## src/rtl/fpga_audio_pkg.sv

```systemverilog
// Shared constants and types for the FFT -> mel filter bank path.
// FFT_SIZE / NUM_BINS / K_WIDTH / PWR_WIDTH are common to the power spectrum
// streamer and the triangular filters that consume its (k, power) stream.
package fpga_audio_pkg;

  localparam int unsigned FFT_SIZE  = 1024;
  localparam int unsigned NUM_BINS  = FFT_SIZE / 2;
  localparam int unsigned K_WIDTH   = $clog2(NUM_BINS);
  localparam int unsigned PWR_WIDTH = 32;

  // One beat of the per-bin power stream as seen by the filters.
  typedef struct packed {
    logic [K_WIDTH-1:0]   k;
    logic [PWR_WIDTH-1:0] power;
    logic                 valid;
  } bin_power_t;

  typedef enum logic {
    StSync = 1'b0,
    StRun  = 1'b1
  } stream_state_e;

endpackage

```

## src/rtl/complex_mag_sq.sv

```systemverilog
// Two-stage |z|^2 pipeline: stage 1 registers re*re and im*im, stage 2
// registers their zero-extended unsigned sum. A tag field rides alongside.
// When a beat is not valid, products, sum and tag are all forced to zero.
//
// Ports:
//   clk_in    - clock
//   rst_in    - synchronous active-low reset
//   valid_in  - beat valid
//   re_in     - signed real part
//   im_in     - signed imaginary part
//   tag_in    - side-band bits carried with the beat
//   valid_out - pipelined valid
//   power_out - re^2 + im^2, zero when not valid
//   tag_out   - pipelined tag, zero when not valid
module complex_mag_sq #(
  parameter int unsigned IN_WIDTH  = 16,
  parameter int unsigned TAG_WIDTH = 1,
  parameter int unsigned OUT_WIDTH = 32
) (
  input  logic                        clk_in,
  input  logic                        rst_in,
  input  logic                        valid_in,
  input  logic signed [IN_WIDTH-1:0]  re_in,
  input  logic signed [IN_WIDTH-1:0]  im_in,
  input  logic        [TAG_WIDTH-1:0] tag_in,
  output logic                        valid_out,
  output logic        [OUT_WIDTH-1:0] power_out,
  output logic        [TAG_WIDTH-1:0] tag_out
);

  localparam int unsigned ProdW = 2 * IN_WIDTH;

  logic signed [ProdW-1:0] w_re_ext, w_im_ext, w_re_sq, w_im_sq;
  logic        [OUT_WIDTH-1:0] w_sum;

  logic [ProdW-1:0]     r_re_sq, r_im_sq;
  logic                 r_vld1, r_vld2;
  logic [TAG_WIDTH-1:0] r_tag1, r_tag2;
  logic [OUT_WIDTH-1:0] r_power;

  assign w_re_ext = {{IN_WIDTH{re_in[IN_WIDTH-1]}}, re_in};
  assign w_im_ext = {{IN_WIDTH{im_in[IN_WIDTH-1]}}, im_in};
  assign w_re_sq  = w_re_ext * w_re_ext;
  assign w_im_sq  = w_im_ext * w_im_ext;

  // Squares are non-negative, so the raw bits are already the unsigned value;
  // the worst case (-2^(W-1))^2 * 2 = 2^(2W-1) still fits without carry-out.
  assign w_sum = OUT_WIDTH'(r_re_sq) + OUT_WIDTH'(r_im_sq);

  always_ff @(posedge clk_in) begin
    if (!rst_in) begin
      r_re_sq <= '0;
      r_im_sq <= '0;
      r_vld1  <= 1'b0;
      r_tag1  <= '0;
      r_power <= '0;
      r_vld2  <= 1'b0;
      r_tag2  <= '0;
    end else begin
      r_vld1  <= valid_in;
      r_re_sq <= valid_in ? w_re_sq : '0;
      r_im_sq <= valid_in ? w_im_sq : '0;
      r_tag1  <= valid_in ? tag_in : '0;
      r_vld2  <= r_vld1;
      r_power <= r_vld1 ? w_sum : '0;
      r_tag2  <= r_vld1 ? r_tag1 : '0;
    end
  end

  assign valid_out = r_vld2;
  assign power_out = r_power;
  assign tag_out   = r_tag2;

endmodule

```

## src/rtl/power_spectrum_streamer.sv

```systemverilog
// Converts the FFT's complex bin stream into the (k, power) stream shared by
// the triangular mel filters. Only bins 0..NUM_BINS-1 of each frame are
// forwarded; a frame-done strobe accompanies bin NUM_BINS-1. Frame alignment
// comes from fft_last_in: nothing is emitted until a last has been seen, and
// an early last resynchronises the bin counter and sets a sticky error.
//
// A forwarded beat is captured at edge N, squared at N+1 and summed at N+2,
// so it is visible on the outputs right after edge N+2.
//
// Ports:
//   clk_in          - system clock
//   rst_in          - synchronous active-low reset
//   fft_valid_in    - FFT beat valid (no backpressure)
//   fft_re_in       - signed real part of current bin
//   fft_im_in       - signed imaginary part of current bin
//   fft_last_in     - final beat of a frame
//   power_out       - unsigned re^2 + im^2, zero when idle
//   k_out           - bin index of power_out, zero when idle
//   power_valid_out - power_out/k_out valid
//   frame_done_out  - pulse with the k_out = NUM_BINS-1 beat
//   sync_err_out    - sticky: last seen at a bin other than FFT_SIZE-1
module power_spectrum_streamer #(
  parameter int unsigned FFT_SIZE = fpga_audio_pkg::FFT_SIZE,
  parameter int unsigned NUM_BINS = fpga_audio_pkg::NUM_BINS,
  parameter int unsigned IN_WIDTH = 16,
  parameter int unsigned K_WIDTH  = fpga_audio_pkg::K_WIDTH
) (
  input  logic                                  clk_in,
  input  logic                                  rst_in,
  input  logic                                  fft_valid_in,
  input  logic signed [IN_WIDTH-1:0]            fft_re_in,
  input  logic signed [IN_WIDTH-1:0]            fft_im_in,
  input  logic                                  fft_last_in,
  output logic [fpga_audio_pkg::PWR_WIDTH-1:0]  power_out,
  output logic [K_WIDTH-1:0]                    k_out,
  output logic                                  power_valid_out,
  output logic                                  frame_done_out,
  output logic                                  sync_err_out
);

  import fpga_audio_pkg::*;

  localparam int unsigned CntW = $clog2(FFT_SIZE);
  localparam logic [CntW-1:0] LastBin = CntW'(FFT_SIZE - 1);
  localparam logic [CntW-1:0] FwdBins = CntW'(NUM_BINS);
  localparam logic [CntW-1:0] DoneBin = CntW'(NUM_BINS - 1);

  stream_state_e r_state, w_state_nxt;
  logic [CntW-1:0] r_cnt, w_cnt_nxt;
  logic            r_sync_err, w_sync_err_nxt;
  logic            w_fwd, w_done;

  // Capture register in front of the squaring pipeline.
  logic                       r_in_vld, r_in_done;
  logic signed [IN_WIDTH-1:0] r_in_re, r_in_im;
  logic [K_WIDTH-1:0]         r_in_k;

  logic [K_WIDTH:0] w_tag_out;

  always_comb begin
    w_state_nxt    = r_state;
    w_cnt_nxt      = r_cnt;
    w_sync_err_nxt = r_sync_err;
    w_fwd          = 1'b0;
    w_done         = 1'b0;
    if (fft_valid_in) begin
      case (r_state)
        StSync: begin
          if (fft_last_in) begin
            w_state_nxt = StRun;
            w_cnt_nxt   = '0;
          end
        end
        StRun: begin
          w_fwd  = (r_cnt < FwdBins);
          w_done = w_fwd && (r_cnt == DoneBin);
          if (fft_last_in) begin
            // Always realign on a last; flag it if it came early.
            w_cnt_nxt = '0;
            if (r_cnt != LastBin) w_sync_err_nxt = 1'b1;
          end else begin
            w_cnt_nxt = r_cnt + 1'b1;
          end
        end
        default: w_state_nxt = StSync;
      endcase
    end
  end

  always_ff @(posedge clk_in) begin
    if (!rst_in) begin
      r_state    <= StSync;
      r_cnt      <= '0;
      r_sync_err <= 1'b0;
      r_in_vld   <= 1'b0;
      r_in_done  <= 1'b0;
      r_in_re    <= '0;
      r_in_im    <= '0;
      r_in_k     <= '0;
    end else begin
      r_state    <= w_state_nxt;
      r_cnt      <= w_cnt_nxt;
      r_sync_err <= w_sync_err_nxt;
      r_in_vld   <= w_fwd;
      r_in_done  <= w_done;
      r_in_re    <= w_fwd ? fft_re_in : '0;
      r_in_im    <= w_fwd ? fft_im_in : '0;
      r_in_k     <= w_fwd ? r_cnt[K_WIDTH-1:0] : '0;
    end
  end

  complex_mag_sq #(
    .IN_WIDTH  (IN_WIDTH),
    .TAG_WIDTH (K_WIDTH + 1),
    .OUT_WIDTH (PWR_WIDTH)
  ) u_mag_sq (
    .clk_in    (clk_in),
    .rst_in    (rst_in),
    .valid_in  (r_in_vld),
    .re_in     (r_in_re),
    .im_in     (r_in_im),
    .tag_in    ({r_in_done, r_in_k}),
    .valid_out (power_valid_out),
    .power_out (power_out),
    .tag_out   (w_tag_out)
  );

  assign k_out          = w_tag_out[K_WIDTH-1:0];
  assign frame_done_out = w_tag_out[K_WIDTH];
  assign sync_err_out   = r_sync_err;

endmodule

```

## config.mk

```make
export PLATFORM = sky130hd
export DESIGN_NAME = power_spectrum_streamer
export DESIGN_NICKNAME = d
export VERILOG_FILES = /design/src/rtl/fpga_audio_pkg.sv /design/src/rtl/complex_mag_sq.sv /design/src/rtl/power_spectrum_streamer.sv
export SDC_FILE = /design/constraint.sdc
export NUM_CORES = 1
export LEC_CHECK = 0
export ABC_AREA = 1
export CAP_MARGIN = 40
export CORE_MARGIN = 4
export CORE_UTILIZATION = 35
export DETAILED_ROUTE_END_ITERATION = 10
export GPL_TIMING_DRIVEN = 0
export PLACE_DENSITY_LB_ADDON = 0.12
export SYNTH_ARGS = -nofsm -noshare
export SYNTH_HDL_FRONTEND = slang
export SYNTH_SLANG_ARGS = --single-unit
```

## constraint.sdc

```tcl
create_clock -name clk_in -period 10.4 [get_ports clk_in]
set_input_delay 2.08 -clock clk_in [delete_from_list [all_inputs] [get_ports clk_in]]
set_output_delay 2.08 -clock clk_in [all_outputs]
set_load 0.03 [all_outputs]
```

==> results.toml <==
[power_and_ir_drop]
pwr_density_cell_nw_per_um2 = 50.5
switching_power_mw = 0.426
intPower_mw = 1.03
power_frac_comb_pct = 7.5
swShare_pct = 29.4
share_seq_of_total_power_pct = 45.4
clkPwrFrac_pct = 47.1
total_power_consumption_mw = 1.45
peakVddDrop_mv = 0.0688
cellLeakagePower_nw = 16.4

[layout]
final-instance-count-excl-fill = 4530
final_layout_size_suffix_gt1_share_pct = 1.93
final_util_pct = 39.1
mostFrequentLayoutCells = "inv_1 (1002), nand2_1 (799), fa_1 (468)"
filler_cell_count = 7902
synthToLayoutAreaGrowth_pct = 10.2
layout_commonest_cell = "inv_1"
final_net_count = 4269

[setup_path]
crit_required_ns = 10.78
cp_max_fo = 10
setup.worst_path.start_class = "flop"
endpoint_arrival_time_on_the_critical_path_ns = 7.22
crit_buf_inv = 6
critical_path.startpoint = "r_in_re[5]$_SDFF_PN0_"
critical-path-max-stage-delay_ns = 0.83
timing.critical_path.to_type = "flop"
critPathKind = "reg2reg"
critical_path.cell_chain = "clkbuf_1 > clkbuf_1 > nand2_1 > fa_1 > inv_1 > fa_1 > fa_1 > fa_1 > fa_1 > inv_1 > fa_1 > inv_1 > ha_1 > nand2_1 > nor2_1 > inv_1 > nor2_1 > and2_1 > nand2_1 > nand2_1 > nand2_1 > nand2_1 > nor2_1"
critical_path.reg2reg.startpoint = "r_in_re[5]$_SDFF_PN0_"
cp_slowest_cell = "fa_1"
ff2ff_setup_slack_ns = 3.56
critical-path-top-delay-family = "adder cells"

[synthesis]
muxShareOfSynthArea_pct = 0
synth_compound_gate_area_share_pct = 4.86
main_combinational_cell_family_by_area_after_synthesis = "adder cells"
post_synth.cell_area_avg_um2 = 7.55
synth_top_area_share_pct = 35.9
yosys_register_bits = 171
post_synth_and_or_nand_nor_area_fraction_pct = 19.6
synth_fp_nets = 4167
synth-seq-area-share_pct = 13.1
cell_count_after_synthesis = 3455
netlist_area_um2 = 26100
netlist-cell-type-count = 38
synth_xor_xnor_area_share_pct = 0.806
synth_top_cell_by_area = "fa_1"
synthTopCellsByArea = "fa_1 (36%), inv_1 (14%), dfxtp_1 (13%)"
yosys.area_share.adder_pct = 45.9
ys_warn_count = 0

[global_routing]
grt_antenna_before_repair = 2
total_global_routing_track_utilization_pct = 19.5
first_global_vias = 21500
globalRouteOverflowTotal = 0
grt.met2_usage_pct = 33.1
grtUsageMet3_pct = 2.23
global_route_met1_utilization_pct = 26.9
grt_max_degree = 21
wire_length_of_the_first_global_routing_pass_um = 118000
top_usage_layer = "met2"

[detailed_routing]
vias_per_cell = 4.49
ant_nets = 0
via_count = 20300
drt-wirelength-per-cell_um = 16.1
drt_iter0_markers = 1104
finalWirelength_um = 72800
first_pass_iters = 5
drc_errors = 0

[cts]
postCtsSetupBuffers = 0
clock_tree.root_cell = "clkbuf_16"
clock_tree.buffer_depth = 2
ctsResizeCount = 0
h-tree-depth = 4
tritoncts.num_buffers = 17
numClockSinks = 171
post_cts_hold_buffer_count = 0
tritoncts_clock_tree = "done"
clock_latency_ns = 0.51
worst_setup_hold_path_clk_slew_ns = 0.10

[place]
detailedPlacementHpwl_um = 62800
routabilityCongestion = 0.878
portBuffers = 79
worst_setup_slack_post_dpl_ns = 3.55
place.detailed.instances = 4496

[timing]
slew_of_the_pin_with_the_lowest_slew_margin_ns = 0.869
tns_ns = 0
setup_slack_ns = 3.56
layout_worst_path_cycle_share_pct = 65.7
fmax_ghz = 0.146
slew_margin_rel_pct = 42.0
final.setup_skew_ns = 0.0318
final_hold_viol_count = 0
max_transition_viols_final = 0
unrepaired_setup_endpoints_after_global_routing = "false"
timing.final.crit_period_ns = 6.84
setup_viol = 0

[floorplan]
num_rows = 99
floorplan.core_area_um2 = 73500
fp.dieW_um = 281
ios = 80
die_height_um = 281
dieArea_um2 = 79000
initial_core_util_pct = 35.5

[status]
outcome = "completed"

[run]
maxCapViolations = 0

[worst_hold_path]
timing.hold.worst.start = "r_in_k[7]$_SDFF_PN0_"
timing.hold.worst.class = "reg2reg"
-- sequential cells by signal, indices dropped and copies added, names as in the netlist --
signal              flops
u_mag_sq.r_tag1        10
r_state                 1
r_in_k                  9
u_mag_sq.r_im_sq       31
r_cnt                  10
u_mag_sq.r_vld1         1
sync_err_out            1
u_mag_sq.valid_out      1
r_in_im                16
r_in_done               1
r_in_vld                1
u_mag_sq.r_re_sq       31
u_mag_sq.tag_out       10
u_mag_sq.power_out     32
r_in_re                16
-- power groups by stage --
stage          combinational [mW]  sequential (mW)  clock (mW)
6_report                    0.108            0.659       0.684
2_1_floorplan              0.0619            0.674           0
3_3_place_gp                0.109            0.674           0
5_1_grt                     0.124            0.659       0.734
4_1_cts                     0.110            0.659       0.717
3_5_place_dp                0.110            0.674           0
-- worst reg2reg max path: stages, from the launching register on --
cell	delay (ns)
dfxtp_1	0.32
clkbuf_1	0.49
clkbuf_1	0.72
nand2_1	0.25
fa_1	0.55
inv_1	0.06
fa_1	0.83
fa_1	0.54
fa_1	0.51
fa_1	0.49
inv_1	0.05
fa_1	0.47
inv_1	0.04
ha_1	0.36
nand2_1	0.12
nor2_1	0.15
inv_1	0.08
nor2_1	0.23
and2_1	0.17
nand2_1	0.06
nand2_1	0.09
nand2_1	0.05
nand2_1	0.05
nor2_1	0.04
-- synthesized netlist by cell type --
cell type  number
buf_4           1
clkbuf_1       76
fa_1          468
and2_1          9
nor3_2          4
or2_2           5
and3_1          2
nor2_1        281
and2_2          2
a21oi_1       130
buf_1           1
a31oi_1         3
ha_1          208
dfxtp_1       171
inv_1        1002
o21ai_0        51
nand2_1       799
nand3_1        94
a21oi_2         1
o211ai_1        2
o21a_1         15
a21o_1          6
clkinv_1        3
nor3b_1         1
xnor2_1         7
nand3b_1       10
nand2_2         3
nor3_1         27
o21bai_1       16
nor2_2          4
nor4_1          2
o31ai_1         1
nand4_1        20
xor2_1         17
a31o_2          4
buf_2           2
nand3_2         4
inv_2           3
-- area by class of cell --
cell class / instances / area (um^2) / share of cell area, %
diodes: 1 / 2.50 / 0.00871
plain buffers: 80 / 307 / 1.07
clock buffers: 17 / 425 / 1.48
clock inverters: 15 / 188 / 0.653
inverters: 1008 / 3780 / 13.2
multi-input cells: 2196 / 18600 / 64.6
flip-flops and latches: 171 / 3420 / 11.9
well taps: 959 / 1200 / 4.18
repair buffers: 83 / 836 / 2.91
-- path summary, 6_finish.rpt --
kind	end	depth (start not counted)
worst max-delay path	u_mag_sq.r_re_sq[31]$_SDFF_PN0_	23
worst min-delay path	u_mag_sq.r_tag1[7]$_SDFF_PN0_	2
worst max register to register	u_mag_sq.r_re_sq[31]$_SDFF_PN0_	23
worst min register to register	u_mag_sq.r_tag1[7]$_SDFF_PN0_	2
-- cell families after synthesis --
logic type,count (synthesis)
flip-flops,171
XOR/XNOR,24
AO/OA/AOI/OAI,229
AND/OR/NAND/NOR,1267
buffers and inverters,1088
adder cells (fa/ha/maj),676
-- per-layer routing --
layer,vias to the layer above,share of wire [%]
li1,10200,-
met1,9787,48
met2,304,47
met3,54,3.6
met4,0,1.4
met5,-,0
-- stage by stage --
stage / hold slack, ns / area (um^2)
after floorplan: 0.394 / 26100
after global placement: 0.402 / 28100
after detailed placement: 0.398 / 28100
after CTS: 0.415 / 28700
final: 0.410 / 28700
after global routing: 0.419 / 28700
Note: power is estimated with default switching activity, not from simulation.
